<file path="config.mk">
export PLATFORM = sky130hd
export DESIGN_NAME = alu_ctl_seq
export DESIGN_NICKNAME = d
export VERILOG_FILES = /design/src/rtl/alu_ctl_seq.sv
export SDC_FILE = /design/constraint.sdc
export NUM_CORES = 1
export LEC_CHECK = 0
export ABC_CLOCK_PERIOD_IN_PS = 2700
export BUFFER_PORTS_ARGS = -buffer_cell sky130_fd_sc_hd__buf_2
export CAP_MARGIN = 20
export CORE_MARGIN = 2
export CORE_UTILIZATION = 55
export CTS_CLUSTER_DIAMETER = 200
export DETAILED_ROUTE_END_ITERATION = 7
export PLACE_DENSITY = 0.83
export RECOVER_POWER = 25
export SYNTH_ARGS = -nofsm -noshare
export SYNTH_HDL_FRONTEND = slang
export SYNTH_SLANG_ARGS = --single-unit
</file>
<file path="constraint.sdc">
create_clock -name clk -period 2.7 [get_ports clk]
set_input_delay 0.27 -clock clk [delete_from_list [all_inputs] [get_ports clk]]
set_output_delay 0.27 -clock clk [all_outputs]
set_load 0.05 [all_outputs]
</file>
<file path="src/rtl/alu_ctl_seq.sv">
// alu_ctl_seq: multicycle ALU control sequencer.
// Accepts an R-type funct code and a shift amount over a valid/ready handshake,
// drives a registered ALU op code and sequences the iterative ops (MULTU, SRL)
// with a down-counter and per-cycle step strobes.
// Optional feature macro: ALU_CTL_DIVU_EN (makes funct 27, DIVU, a legal
// WIDTH-step iterative op that writes HI/LO on completion).
module alu_ctl_seq #(
    parameter int WIDTH   = 32,
    parameter int SHAMT_W = 5,
    parameter int CNT_W   = 6
) (
    input  logic               clk,
    input  logic               rst_n,
    input  logic               in_valid,
    output logic               in_ready,
    input  logic [5:0]         funct,
    input  logic [SHAMT_W-1:0] shamt,
    input  logic               flush,
    output logic [5:0]         ctl,
    output logic               iter_step,
    output logic               hilo_we,
    output logic               done,
    output logic               err,
    output logic [CNT_W-1:0]   count
);

    localparam logic [5:0] F_AND   = 6'd36;
    localparam logic [5:0] F_OR    = 6'd37;
    localparam logic [5:0] F_ADD   = 6'd32;
    localparam logic [5:0] F_SUB   = 6'd34;
    localparam logic [5:0] F_SLT   = 6'd42;
    localparam logic [5:0] F_SRL   = 6'd2;
    localparam logic [5:0] F_MULTU = 6'd25;
    localparam logic [5:0] F_DIVU  = 6'd27;

    localparam logic [CNT_W-1:0] CNT_FULL = CNT_W'(WIDTH - 1);
    localparam logic [31:0]      WIDTH_U  = 32'(WIDTH);

    typedef enum logic [1:0] {
        S_IDLE = 2'd0,
        S_EXEC = 2'd1,
        S_ITER = 2'd2,
        S_DONE = 2'd3
    } state_t;

    // Codes the sequencer knows how to run; anything else takes the error path.
    function automatic logic is_legal(input logic [5:0] f);
        logic ok;
        case (f)
            F_AND, F_OR, F_ADD, F_SUB, F_SLT, F_SRL, F_MULTU: ok = 1'b1;
`ifdef ALU_CTL_DIVU_EN
            F_DIVU:                                          ok = 1'b1;
`endif
            default:                                         ok = 1'b0;
        endcase
        return ok;
    endfunction

    // Full-width iterative ops: run WIDTH steps and write HI/LO when finished.
    function automatic logic is_hilo_op(input logic [5:0] f);
        logic hit;
        case (f)
            F_MULTU: hit = 1'b1;
`ifdef ALU_CTL_DIVU_EN
            F_DIVU:  hit = 1'b1;
`endif
            default: hit = 1'b0;
        endcase
        return hit;
    endfunction

    state_t           state_q, state_d;
    logic [5:0]       ctl_q, ctl_d;
    logic [CNT_W-1:0] count_q, count_d;
    logic             iter_step_q, iter_step_d;
    logic             hilo_we_q, hilo_we_d;
    logic             done_q, done_d;
    logic             err_q, err_d;
    logic [31:0]      shamt_ext_s;
    logic [31:0]      shamt_clamp_s;

    // Shift steps never exceed the datapath width.
    always_comb begin
        shamt_ext_s = 32'(shamt);
        if (shamt_ext_s > WIDTH_U) begin
            shamt_clamp_s = WIDTH_U;
        end else begin
            shamt_clamp_s = shamt_ext_s;
        end
    end

    // Next-state, op-code latch and counter logic; flush overrides everything.
    always_comb begin
        state_d = state_q;
        ctl_d   = ctl_q;
        count_d = count_q;
        err_d   = 1'b0;
        if (flush) begin
            state_d = S_IDLE;
            ctl_d   = 6'd0;
            count_d = {CNT_W{1'b0}};
        end else begin
            case (state_q)
                S_IDLE: begin
                    if (in_valid) begin
                        if (!is_legal(funct)) begin
                            state_d = S_EXEC;
                            ctl_d   = 6'd0;
                            err_d   = 1'b1;
                        end else if (is_hilo_op(funct)) begin
                            state_d = S_ITER;
                            ctl_d   = funct;
                            count_d = CNT_FULL;
                        end else if ((funct == F_SRL) && (shamt_clamp_s != 32'd0)) begin
                            state_d = S_ITER;
                            ctl_d   = funct;
                            count_d = CNT_W'(shamt_clamp_s - 32'd1);
                        end else begin
                            state_d = S_EXEC;
                            ctl_d   = funct;
                        end
                    end else begin
                        state_d = S_IDLE;
                    end
                end
                S_EXEC: begin
                    state_d = S_IDLE;
                    ctl_d   = 6'd0;
                    count_d = {CNT_W{1'b0}};
                end
                S_ITER: begin
                    if (count_q == {CNT_W{1'b0}}) begin
                        state_d = S_DONE;
                    end else begin
                        count_d = count_q - {{(CNT_W-1){1'b0}}, 1'b1};
                    end
                end
                S_DONE: begin
                    state_d = S_IDLE;
                    ctl_d   = 6'd0;
                    count_d = {CNT_W{1'b0}};
                end
                default: begin
                    state_d = S_IDLE;
                    ctl_d   = 6'd0;
                    count_d = {CNT_W{1'b0}};
                end
            endcase
        end
    end

    // Strobes decoded from the next state so they register in step with it.
    always_comb begin
        iter_step_d = (state_d == S_ITER);
        done_d      = (state_d == S_EXEC) || (state_d == S_DONE);
        hilo_we_d   = (state_d == S_DONE) && is_hilo_op(ctl_d);
    end

    // State, op code, counter and strobe registers.
    always_ff @(posedge clk or negedge rst_n) begin
        if (!rst_n) begin
            state_q     <= S_IDLE;
            ctl_q       <= 6'd0;
            count_q     <= {CNT_W{1'b0}};
            iter_step_q <= 1'b0;
            hilo_we_q   <= 1'b0;
            done_q      <= 1'b0;
            err_q       <= 1'b0;
        end else begin
            state_q     <= state_d;
            ctl_q       <= ctl_d;
            count_q     <= count_d;
            iter_step_q <= iter_step_d;
            hilo_we_q   <= hilo_we_d;
            done_q      <= done_d;
            err_q       <= err_d;
        end
    end

    assign in_ready  = (state_q == S_IDLE);
    assign ctl       = ctl_q;
    assign count     = count_q;
    assign iter_step = iter_step_q;
    assign hilo_we   = hilo_we_q;
    assign done      = done_q;
    assign err       = err_q;

endmodule

</file>
# --- Word level (Yosys, flattened, before mapping) ---
# Cells that the tools add are included.
op_classes:
  n_addsub: 2
  mul: 0
  div_mod_pow: 0
  n_lt_le_gt_ge: 0
  n_eq_ne: 18
  shift: 0
  mux: 32
  n_bitwise: 0
  reduce_logical: 9
op_table:
  columns: ["cell", "n"]
  rows:
  - ["$mux W6", 9]
  - ["$reduce_bool A32 Y1", 1]
  - ["$eq A6 B6 Y1 const B", 5]
  - ["$pmux W6 S3", 1]
  - ["$mux W1", 14]
  - ["$eq A6 B5 Y1 const B", 2]
  - ["$mux W2", 6]
  - ["$pmux W6 S2", 1]
  - ["$eq A2 B2 Y1 const B", 4]
  - ["$reduce_or A7 Y1", 1]
  - ["$eq A6 B2 Y1 const B", 1]
  - ["$logic_not A6 Y1", 1]
  - ["$pmux W2 S3", 1]
  - ["$sub A5 B1 Y6 const B", 1]
  - ["$sub A6 B1 Y6 const B", 1]
  - ["$eq A2 B1 Y1 const B", 2]
  - ["$ne A4 B1 Y1 const B", 1]
  - ["$reduce_and A4 Y1", 1]
  - ["$ne A3 B1 Y1 const B", 1]
  - ["$ne A3 B2 Y1 const B", 1]
  - ["$ne A3 B3 Y1 const B", 1]
  - ["$logic_and A1 B1 Y1", 2]
  - ["$logic_not A2 Y1", 1]
  - ["$reduce_or A2 Y1", 1]
  - ["$logic_or A1 B1 Y1", 1]
totals:
  regBits: 18
  latchBits: 0
  ram_bits: 0
  rom_bits: 0
  inputBits: 15
  output_inout_bits: 17
  word_cells: 68
  memories: 0

# --- Longest topological paths before layout ---
# Gate-level depths: netlist of run 1.
logic_depth:
  depth_word: 17
  depth_mapped: 7
  depth_no_buf: 7

# --- Worst setup path after synthesis of run 1 ---
# Ideal clock, no wire load.
synth_timing:
  kind: "reg-to-reg"
  start: "register count_q[0] (netlist: count[0])"
  end: "register count_q[3] (netlist: count[3])"
  setup_time_ns: 0.125
  arrival_ns: 2.048
  required_ns: 2.575
  path_slack_ns: 0.526
  stages_incl_launch_ff: 7
  n_path_buf: 0
  synth_period_minus_slack_ns: 2.174
  path_cell_list: "dfrtp_1 -> inv_1 -> ha_1 -> and4bb_1 -> and3_4 -> o31ai_4 -> mux2_4"
synth_between:
  elab_chain_len: 4
  word_cells_on_any_way: 7
  cone_classes: "1 x add/sub; 1 x eq/ne; 3 x mux; 2 x reduce/logical"
synth_lines:
  columns: ["element", "line_no", "rtl"]
  rows:
  - ["start, declared", "74", "logic [CNT_W-1:0] count_q, count_d;"]
  - ["start signal, assigned", "164", "count_q <= {CNT_W{1'b0}};"]
  - ["start signal, assigned", "172", "count_q <= count_d;"]
  - ["$sub A6 B1 Y6", "135", "count_d = count_q - {{(CNT_W-1){1'b0}}, 1'b1};"]
  - ["$mux W6", "132", "if (count_q == {CNT_W{1'b0}}) begin"]
  - ["$pmux W6 S3", "103", "case (state_q)"]
  - ["$mux W6", "98", "if (flush) begin"]
# Parallel ways exist; a longest one is shown, timed or not. The select of a mux whose other input is x is not followed.
# A chain may end at the register's enable or synchronous reset.

# --- Final worst setup path of run 1 ---
layout_timing:
  start: "register count_q[0] (netlist: count[0])"
  end: "register count_q[5] (netlist: count[5])"
# The elaborated chain is that of the path after synthesis.

==> results.md, run 1 <==
- Run status: finished, final reports clean
- Highest achievable clock rate: 0.505 GHz
- Total wire length after detailed routing: 2610 µm
- Number of nets with antenna violations after routing: 0
- Worst Hold Slack: between 0.2 and 0.25 ns
- Layout area overhead: 17.6%
- Fraction of the yosys area taken by sequential cells: 37.1%
- Final GP Congestion: ~0.88
- Area of the die: around 2500 µm²
- Critical R2R Capture: count[5]$_DFFE_PN0P_
- Via count of the first global-routing pass: about 940
- Number of synthesized flops with an enable pin: 0
- Worst setup slack for register-to-register paths: 0.72 ns
- Total clock sinks: 17
- First-pass GRT wire length: 4330 µm
- Type of origin of the critical path: flip-flop
- Drt drc: 0
- Number of CTS-inserted buffers: 3
- Type of element capturing the critical path: flip-flop
- Worst Setup SP: count[0]$_DFFE_PN0P_
- Arrival time worst endpoint: 2.16 ns
- Top flip-flop cell by instance count after synthesis: dfrtp_1
- Startpoint of the lowest-slack hold path: flush
- IO Pins: 32
- Maximum fanout along the worst path: 5
- Type of the tightest min-delay check: input port to flip-flop
- Post-CTS clock slew at the launch and capture registers of the worst setup and hold paths: 0.10 ns
- Initial core utilization: 58.5%
- Netlist Area Pre-Place: 1150 µm²
- Count of input and output buffers: 31
- Fin area: 1350 µm²
- Flip-flop and latch count after synthesis: 17
- Cell area reported after detailed placement: approximately 1300 µm²
- Minimum setup slack in the final design: 0.722 ns
- Worst clock skew: 0.00643 ns
- Hold path cells: 2
- Net count after synthesis: 135
- Post-layout nets: 169
- Leak Pwr: 0.636 nW
- Shortest clock period the worst path allows after layout: a little under 2 ns
- Post-CTS Repair Setup Buffers: 0
- Worst setup slack after placement: 0.738 ns
- Routed wire per std cell: 14.8 µm
- Unrepaired setup endpoints after global routing: no
- TNS Setup: 0 ns
- Capture endpoint of the worst hold path: ctl[2]$_DFF_PN0_
- Worst slew margin: 39.3%
- Distinct cell type count of the synthesized netlist: 42
- Maxcap violations: 0
- Layout Utilization: between 60% and 70%
- Initial antenna violation count: 0
- # rows: 16
- Reg2Reg Depth: 6
- Number of iterations in the first detailed-routing pass: 4
- Iter 0 DRT Violations: 43
- Layout Cells excl Fill: 177
- Power Density: between 400 and 500 nW/µm²
- Width of the die: between 40 and 50 µm
- CTS root buf: clkbuf_4
- Warnings from Yosys: 0
- Setup violation total in the final timing report: 0
- Vias: between 1k and 1.5k
- Data required time of the worst path: between 2 and 3 ns
- Cell with the largest stage delay on the worst path: o31ai_4
- Transition at the pin with the smallest max-transition slack: 0.911 ns
- Maximum number of buffers from clock root to sink: 2
- Antenna Cells: 0
- FILL cells: approximately 170
- Maximum level of the CTS H-tree: 1
- Placed wire-length estimate: 2030 µm
- Ys async rst share: 100%
- Pin count of the biggest net entering global routing: 18
- Number of hold-slack violations in the final timing report: 0
- Worst-case vdd ir drop: 0.000290 V
- TritonCTS clock tree: yes
- GRT Total Usage: a little under a quarter
- CP cell instances: inv_1 > ha_1 > and4bb_1 > and3_4 > o31ai_4 > mux2_4
- Launching point of the worst reg2reg path: count[0]$_DFFE_PN0P_
- Share of cells above drive strength 1: 30.7%
- GRT Residual Overflow: 0
- Vertical extent of the die: about 50 µm
- Final worst-path cycle share: 73.3%
- Kind of critical path: flip-flop to flip-flop
- Synthesized area per cell: roughly 9.8 µm²
- Clock latency on the worst-skew pair: 0.29 ns
- Number of pins with negative max-slew slack in the final report: 0
- Post-synthesis cell count: 117
- Post-cts resize count: 0
- Placeable Area: between 1500 and 2000 µm²
- Stage delay of the slowest cell on the critical path: 0.43 ns
- Mean number of vias per cell: 5.89
- Post-route total power: 604 µW
- Cell count after placement: between 150 and 200
-- power by group --
| group | leakage [nW] | internal [mW] | total (mW) | switching, mW |
|---|---|---|---|---|
| Clock | 0.0177 | 0.0551 | 0.138 | 0.0828 |
| Sequential | 0.231 | 0.266 | 0.281 | 0.0150 |
| Combinational | 0.387 | 0.0644 | 0.184 | 0.120 |
| Total | 0.636 | 0.386 | 0.604 | 0.218 |
-- routing by layer --
metal / track usage [%] / part of all wire (%) / up-vias
met5: 0 / 0 / -
met3: 2.73 / 6.5 / 4
met1: 32.6 / 48 / 479
met2: 35.1 / 44 / 53
li1: - / - / 506
met4: 6.94 / 1.5 / 0
-- worst max-delay path, delay by kind of cell, from the launching register on --
kind                     cells  cell delay, ns
AND/OR/NAND/NOR              2            0.42
adder cells (fa/ha/maj)      1            0.22
flip-flops                   1            0.41
AO/OA/AOI/OAI                1            0.43
multiplexers                 1            0.33
buffers and inverters        1            0.06
-- Yosys cell counts (2+ instances only) --
master / count / share of area [%]
nor3_1: 11 / 4.8
or4b_1: 2 / 1.7
inv_1: 5 / 1.6
dfrtp_1: 17 / 37
nand2b_1: 2 / 1.1
a32o_1: 3 / 2.6
a21oi_1: 6 / 2.6
nand2_1: 7 / 2.3
nand3_1: 4 / 1.7
a31oi_1: 4 / 2.2
nor2b_1: 2 / 1.1
nor2_1: 9 / 2.9
buf_2: 2 / 0.87
nor3b_1: 2 / 1.3
xnor2_1: 5 / 3.8
o21ai_0: 3 / 1.3
xor2_1: 2 / 1.5
mux2_4: 3 / 3.9
ha_1: 3 / 3.3
o21ai_1: 2 / 0.87
nand4_1: 2 / 1.1
-- repair_timing --
item,CTS,global route
setup endpoints to repair,0,0
hold buffers,1,0
hold endpoints to repair,17,0
-- final cells by class --
type                       instances  area (µm²)  area share (%)
multi-input combinational         92         679            50.4
sequential                        17         425            31.5
timing repair buffer              32         164            12.2
tap                               27        33.8            2.50
clock buffer                       3        22.5            1.67
inverter                           5        18.8            1.39
clock inverter                     1        5.00           0.371
-- worst max-delay path by stage --
stage / end / slack, ns
floorplan: count[3]$_DFFE_PN0P_ / 0.53
global placement: count[3]$_DFFE_PN0P_ / 0.80
detailed placement: count[3]$_DFFE_PN0P_ / 0.74
CTS: count[3]$_DFFE_PN0P_ / 0.73
global route: count[5]$_DFFE_PN0P_ / 0.69
finish: count[5]$_DFFE_PN0P_ / 0.72
-- placed cells by master (no fill, tap or decap), types with 2 or more instances in the layout --
cell type and instances:
buf_2 30, dfrtp_1 17, nor3_1 11, nor2_1 9
nand2_1 7, a21oi_1 6, inv_1 5, xnor2_1 5
a31oi_1 4, nand3_1 4, a32o_1 3, o21ai_0 3
mux2_4 3, ha_1 3, clkbuf_4 3, or4b_1 2
nor2b_1 2, nand2b_1 2, nand4_1 2, o21ai_1 2
nor3b_1 2, xor2_1 2
-- flip-flops by register name, indices dropped and copies added (netlist names) --
name and count:
count 6, ctl 6, err 1, hilo_we 1, iter_step 1, state_q 2
-- cell families after synthesis --
| logic type | count (synthesis) | share of synthesized area, % |
|---|---|---|
| compound gates | 27 | 18.6 |
| xor+xnor | 7 | 5.34 |
| fa+ha+maj | 3 | 3.27 |
| buf+inv | 8 | 3.71 |
| flops | 17 | 37.1 |
| mux | 4 | 4.80 |
| simple gates | 51 | 27.2 |
No activity file was read; power rests on OpenSTA's default activity.
==> run 2, diff against run 1 <==
--- a/config.mk
+++ b/config.mk
@@ -5,14 +5,14 @@
 export SDC_FILE = /design/constraint.sdc
 export NUM_CORES = 1
 export LEC_CHECK = 0
-export ABC_CLOCK_PERIOD_IN_PS = 2700
+export ABC_CLOCK_PERIOD_IN_PS = 2000
 export BUFFER_PORTS_ARGS = -buffer_cell sky130_fd_sc_hd__buf_2
 export CAP_MARGIN = 20
 export CORE_MARGIN = 2
-export CORE_UTILIZATION = 55
+export CORE_UTILIZATION = 51
 export CTS_CLUSTER_DIAMETER = 200
 export DETAILED_ROUTE_END_ITERATION = 7
-export PLACE_DENSITY = 0.83
+export PLACE_DENSITY = 0.78
 export RECOVER_POWER = 25
 export SYNTH_ARGS = -nofsm -noshare
 export SYNTH_HDL_FRONTEND = slang
==> constraint.sdc (replaced) <==
create_clock -name clk -period 2 [get_ports clk]
set_input_delay 0.2 -clock clk [delete_from_list [all_inputs] [get_ports clk]]
set_output_delay 0.2 -clock clk [all_outputs]
set_load 0.05 [all_outputs]
==> run 2 against run 1 <==
Net effect: via count up 1.9%; worst hold slack worse by 0.080 ns; power up 37%; clock skew up 0.0045 ns; sequential share of layout area down 0.62 points; clock power up 39%; non-clock buffer count up 4; routed wire length up 3.1%; cell area up 2.6%; critical endpoint is now count[2]$_DFFE_PN0P_; combinational power up 40%; cell count up 2.8%; flip-flop and latch count unchanged.
==> results.md, run 2 (synthesis results as in run 1) <==
- Routed wire per std cell: 14.8 µm
- Minimum setup slack in the final design: about 0.11 ns
- Count of input and output buffers: 31
- Worst path buffer plus inverter count: 1
- Shortest clock period the worst path allows after layout: 1.89 ns
- TritonCTS clock tree: yes
- Maximum fanout along the worst path: 5
- Placed wire-length estimate: approximately 2200 µm
- Total wire length after detailed routing: 2690 µm
- Crit-path leading delay family: simple AND/OR/NAND/NOR gates
- Layout Utilization: 63.8%
- Number of pins with negative max-slew slack in the final report: 0
- Width of the die: 51.4 µm
- Int Pwr: 529 µW
- Final GP Congestion: about 0.85
- FILL cells: 198
- # rows: 17
- Worst-case vdd ir drop: 0.000374 V
- Reported net switching power: 298 µW
- Arrival time worst endpoint: 2.08 ns
- Cell with the largest stage delay on the worst path: dfrtp_2
- Leading cell type in the layout, fill and taps excluded: buf_2
- Number of nets with antenna violations after routing: 0
- Via count of the first global-routing pass: 986
- GRT Total Usage: between 20% and 30%
- Maximum level of the CTS H-tree: 1
- Type of element capturing the critical path: flip-flop
- Area of the die: 2650 µm²
- Worst slew margin: 36.9%
- Vias: 1062
- Switching part of the total: 36.1%
- Unrepaired setup endpoints after global routing: no
- Run status: finished, final reports clean
- Top library cells by usage in the layout, fill and taps aside: 30 x buf_2, 15 x dfrtp_1, 11 x nor3_1, 8 x nor2_1, 7 x nand2_1
- Layout area overhead: 20.6%
- IO Pins: 32
- Number of CTS-inserted buffers: 3
- Clock latency on the worst-skew pair: approximately 0.3 ns
- Highest achievable clock rate: 0.528 GHz
- Worst setup slack for register-to-register paths: around 0.11 ns
- Transition at the pin with the smallest max-transition slack: ~0.95 ns
- Placeable Area: 2170 µm²
- Layout Cells excl Fill: 182
- Kind of critical path: flip-flop to flip-flop
- Mean number of vias per cell: slightly below 6
- Data required time of the worst path: 2.18 ns
- Final worst-path cycle share: 94.7%
- Maxcap violations: 0
- Antenna Cells: 0
- Leak Pwr: 0.651 nW
- Share of cells above drive strength 1: about a third
- Post-layout nets: 173
- CTS root buf: clkbuf_4
- Total clock sinks: 17
- Worst setup slack after placement: 0.120 ns
- Seq pwr share: a little under half
- Vertical extent of the die: 51.4 µm
- Cell count after placement: 177
- CP cell instances: inv_1 > ha_1 > and4bb_1 > and3_4 > o31ai_4 > mux2_4
- TNS Setup: 0 ns
- Proportion of power drawn by the clock network: 23.1%
- Post-CTS clock slew at the launch and capture registers of the worst setup and hold paths: 0.11 ns
- Type of the tightest min-delay check: input port to flip-flop
- Drt drc: 0
- Initial core utilization: 52.9%
- Power Density: 598 nW/µm²
- Maximum number of buffers from clock root to sink: 2
- Worst clock skew: 0.0109 ns
- First-pass GRT wire length: 4510 µm
- Number of iterations in the first detailed-routing pass: 4
- Number of hold-slack violations in the final timing report: 0
- GRT Residual Overflow: 0
- Worst Hold Slack: between 0.1 and 0.15 ns
- Iter 0 DRT Violations: 26
- Pin count of the biggest net entering global routing: 18
- Initial antenna violation count: 0
- Setup violation total in the final timing report: 0
- Type of origin of the critical path: flip-flop
- Stage delay of the slowest cell on the critical path: 0.40 ns
- Combinational fraction of design power: 31.1%
run 2: cell types whose count changed in the layout (fill, tap and decap cells not counted), sizes merged:
cell,delta
clkinv,-1
clkbuf,+1
buf,+4
run 2: area by class of cell:
cell class / instances / area (µm²) / area share [%]
Clock buffer: 4 / 26.3 / 1.90
Inverter: 5 / 18.8 / 1.36
Multi-Input combinational cell: 92 / 682 / 49.3
Sequential cell: 17 / 428 / 30.9
Timing Repair Buffer: 36 / 194 / 14.0
Tap cell: 28 / 35.0 / 2.53
run 2: worst paths after layout:
path,depth (start not counted),to,start
min in group asynchronous,2,ctl[2]$_DFF_PN0_,rst_n
worst min-delay path,2,ctl[2]$_DFF_PN0_,flush
worst min register to register,1,ctl[0]$_DFF_PN0_,ctl[0]$_DFF_PN0_
max in group asynchronous,2,count[1]$_DFFE_PN0P_,rst_n
worst max-delay path,6,count[2]$_DFFE_PN0P_,count[0]$_DFFE_PN0P_
worst max register to register,6,count[2]$_DFFE_PN0P_,count[0]$_DFFE_PN0P_
run 2: power groups by stage:
stage               Sequential (mW)  Clock [mW]  Combinational (mW)
global route                  0.381       0.206               0.279
floorplan                     0.438           0               0.123
CTS                           0.378       0.191               0.258
global placement              0.384           0               0.248
detailed placement            0.385           0               0.255
finish                        0.379       0.192               0.257
run 2: metal layers:
metal | GRT usage, % | share of wire [%] | up-vias
li1 | - | - | 510
met1 | 31.1 | 45 | 503
met2 | 37.4 | 47 | 45
met3 | 2.92 | 6.5 | 4
met4 | 9.65 | 1.6 | 0
met5 | 0 | 0 | -
run 2: what timing repair did:
action | CTS | global route
hold buffers | 1 | 0
endpoints found under the hold margin | 17 | 0
setup buffers | 0 | 0
gates resized for setup | 0 | 0
run 2: per-stage QoR:
step	area, µm²	total power [mW]
5_1_grt	1380	0.866
3_5_place_dp	1350	0.641
6_report	1380	0.828
3_3_place_gp	1350	0.633
4_1_cts	1390	0.827
2_1_floorplan	1150	0.561
run 2: worst register-to-register path, stage by stage (launching register included):
cell and delay (ns):
dfrtp_2 0.40, inv_1 0.05, ha_1 0.23, and4bb_1 0.23, and3_4 0.20, o31ai_4 0.34, mux2_4 0.34
==> run 3, diff against run 2 <==
--- a/config.mk
+++ b/config.mk
@@ -6,9 +6,9 @@
 export NUM_CORES = 1
 export LEC_CHECK = 0
 export ABC_CLOCK_PERIOD_IN_PS = 2000
-export BUFFER_PORTS_ARGS = -buffer_cell sky130_fd_sc_hd__buf_2
+export BUFFER_PORTS_ARGS = -buffer_cell sky130_fd_sc_hd__buf_4
 export CAP_MARGIN = 20
-export CORE_MARGIN = 2
+export CORE_MARGIN = 4
 export CORE_UTILIZATION = 51
 export CTS_CLUSTER_DIAMETER = 200
 export DETAILED_ROUTE_END_ITERATION = 7
==> run 3 against run 2 <==
Net effect: worst hold slack lost 0.010 ns; combinational power grew 5%; flip-flop and latch count unchanged; die area grew 16%; core utilization rose by 7.2 points.
==> results.md, run 3 (synthesis results as in run 1) <==
- Hold path cells: 2
- Worst clock skew: 0.00631 ns
- Number of nets with antenna violations after routing: 0
- TNS Setup: 0 ns
- Worst slew margin: between 30% and 40%
- Width of the die: between 50 and 60 µm
- Cell with the largest stage delay on the worst path: dfrtp_2
- Stage delay of the slowest cell on the critical path: 0.41 ns
- Transition at the pin with the smallest max-transition slack: 0.921 ns
- Total clock sinks: 17
- GRT Residual Overflow: 0
- Total wire length after detailed routing: 2790 µm
- Highest achievable clock rate: 0.529 GHz
- Number of CTS-inserted buffers: 3
- Unrepaired setup endpoints after global routing: no
- Number of iterations in the first detailed-routing pass: 4
- Power Density: 573 nW/µm²
- Clock latency on the worst-skew pair: 0.29 ns
- Maximum number of buffers from clock root to sink: 2
- Count of input and output buffers: 31
- Worst Hold Slack: 0.114 ns
- Iter 0 DRT Violations: 27
- Run status: finished, final reports clean
- CTS root buf: clkbuf_4
- Type of origin of the critical path: flip-flop
- Routed wire per std cell: 15.5 µm
- Worst-case vdd ir drop: 0.000401 V
- Initial core utilization: 56.2%
- Arrival time worst endpoint: about 2.1 ns
- TritonCTS clock tree: yes
- Share of cells above drive strength 1: 33.3%
- Layout area overhead: 26.4%
- Layout Cells excl Fill: 180
- CP cell instances: inv_1 > ha_1 > and4bb_1 > and3_4 > o31ai_4 > mux2_4
- Cell count after placement: 175
- Via count of the first global-routing pass: 1079
- IO Pins: 32
- Maxcap violations: 0
- Mean number of vias per cell: between 5 and 6
- Data required time of the worst path: 2.18 ns
- First-pass GRT wire length: 4860 µm
- Vertical extent of the die: about 55 µm
- Initial antenna violation count: 0
- Leak Pwr: about 0.66 nW
- Vias: 1058
- FILL cells: 162
- Reg2Reg Depth: 6
- Kind of critical path: flip-flop to flip-flop
- Pin count of the biggest net entering global routing: 18
- Area of all sequential standard cells: 428 µm²
- Maximum level of the CTS H-tree: 1
- Drt drc: 0
- Setup violation total in the final timing report: 0
- Post-cts resize count: 0
- Type of the tightest min-delay check: input port to flip-flop
- Placeable Area: 2040 µm²
- Shortest clock period the worst path allows after layout: 1.89 ns
- Post-CTS clock slew at the launch and capture registers of the worst setup and hold paths: around 0.090 ns
- Area of the die: roughly 3100 µm²
- Type of element capturing the critical path: flip-flop
- Number of pins with negative max-slew slack in the final report: 0
- Antenna Cells: 0
- # rows: 16
- Number of hold-slack violations in the final timing report: 0
- Top library cells by usage in the layout, fill and taps aside: 33 x buf_4, 15 x dfrtp_1, 11 x nor3_1, 8 x nor2_1, 7 x nand2_1
- Placed wire-length estimate: 2200 µm
- Final worst-path cycle share: 94.5%
- GRT Total Usage: 19.4%
- Maximum fanout along the worst path: 5
- Multi-input gate area in the final layout: between 600 and 700 µm²
- Post-layout nets: around 170
- Final GP Congestion: 0.894
- Leading cell type in the layout, fill and taps excluded: buf_4
-- run 3: repair_timing --
item / 4_1_cts / 5_1_grt
endpoints found under the hold margin: 17 / 0
endpoints found under the setup margin: 0 / 0
hold buffers: 1 / 0
buffers inserted: 0 / 0
-- run 3: final timing paths --
path,from,to,slack (ns)
worst max-delay path,count[0]$_DFFE_PN0P_,count[5]$_DFFE_PN0P_,0.11
worst min-delay path,flush,ctl[2]$_DFF_PN0_,0.11
worst max register to register,count[0]$_DFFE_PN0P_,count[5]$_DFFE_PN0P_,0.11
worst min register to register,ctl[0]$_DFF_PN0_,ctl[0]$_DFF_PN0_,0.55
max in group asynchronous,rst_n,count[1]$_DFFE_PN0P_,0.83
min in group asynchronous,rst_n,count[5]$_DFFE_PN0P_,0.55
-- run 3: cell type report --
cell class / instances / share of cell area (%)
Tap cell: 27 / 2.33
Clock buffer: 4 / 1.81
Inverter: 5 / 1.29
Multi-Input combinational cell: 92 / 47.0
Timing Repair Buffer: 35 / 18.0
Sequential cell: 17 / 29.5
-- run 3: through the flow --
step	area, µm²	power [mW]	setup WS (ns)	utilization (%)
after floorplan	1150	0.561	0.0414	-
after global placement	1420	0.651	0.176	69.4
after detailed placement	1420	0.657	0.128	69.4
after CTS	1450	0.841	0.115	71.2
after global routing	1450	0.883	0.0474	71.0
final	1450	0.831	0.110	71.0
-- run 3: metal layers --
| layer | vias up | GRT usage (%) | routed length, µm |
|---|---|---|---|
| li1 | 511 | - | - |
| met1 | 501 | 27.3 | 1360 |
| met2 | 40 | 28.0 | 1220 |
| met3 | 6 | 3.73 | 165 |
| met4 | 0 | 9.72 | 44 |
| met5 | - | 0 | 0 |
-- run 3: critical path, delay by kind of cell, from the launching register on --
family | cells | cell delay, ns
and+or+nand+nor | 2 | 0.41
DFF | 1 | 0.41
AOI/OAI and AO/OA | 1 | 0.34
muxes | 1 | 0.34
adders and majority gates | 1 | 0.23
buffers and inverters | 1 | 0.05
-- run 3: power by group --
| group | internal (mW) | switching (mW) |
|---|---|---|
| clock | 0.0775 | 0.101 |
| combinational | 0.107 | 0.164 |
| sequential | 0.360 | 0.0209 |
| total | 0.545 | 0.286 |
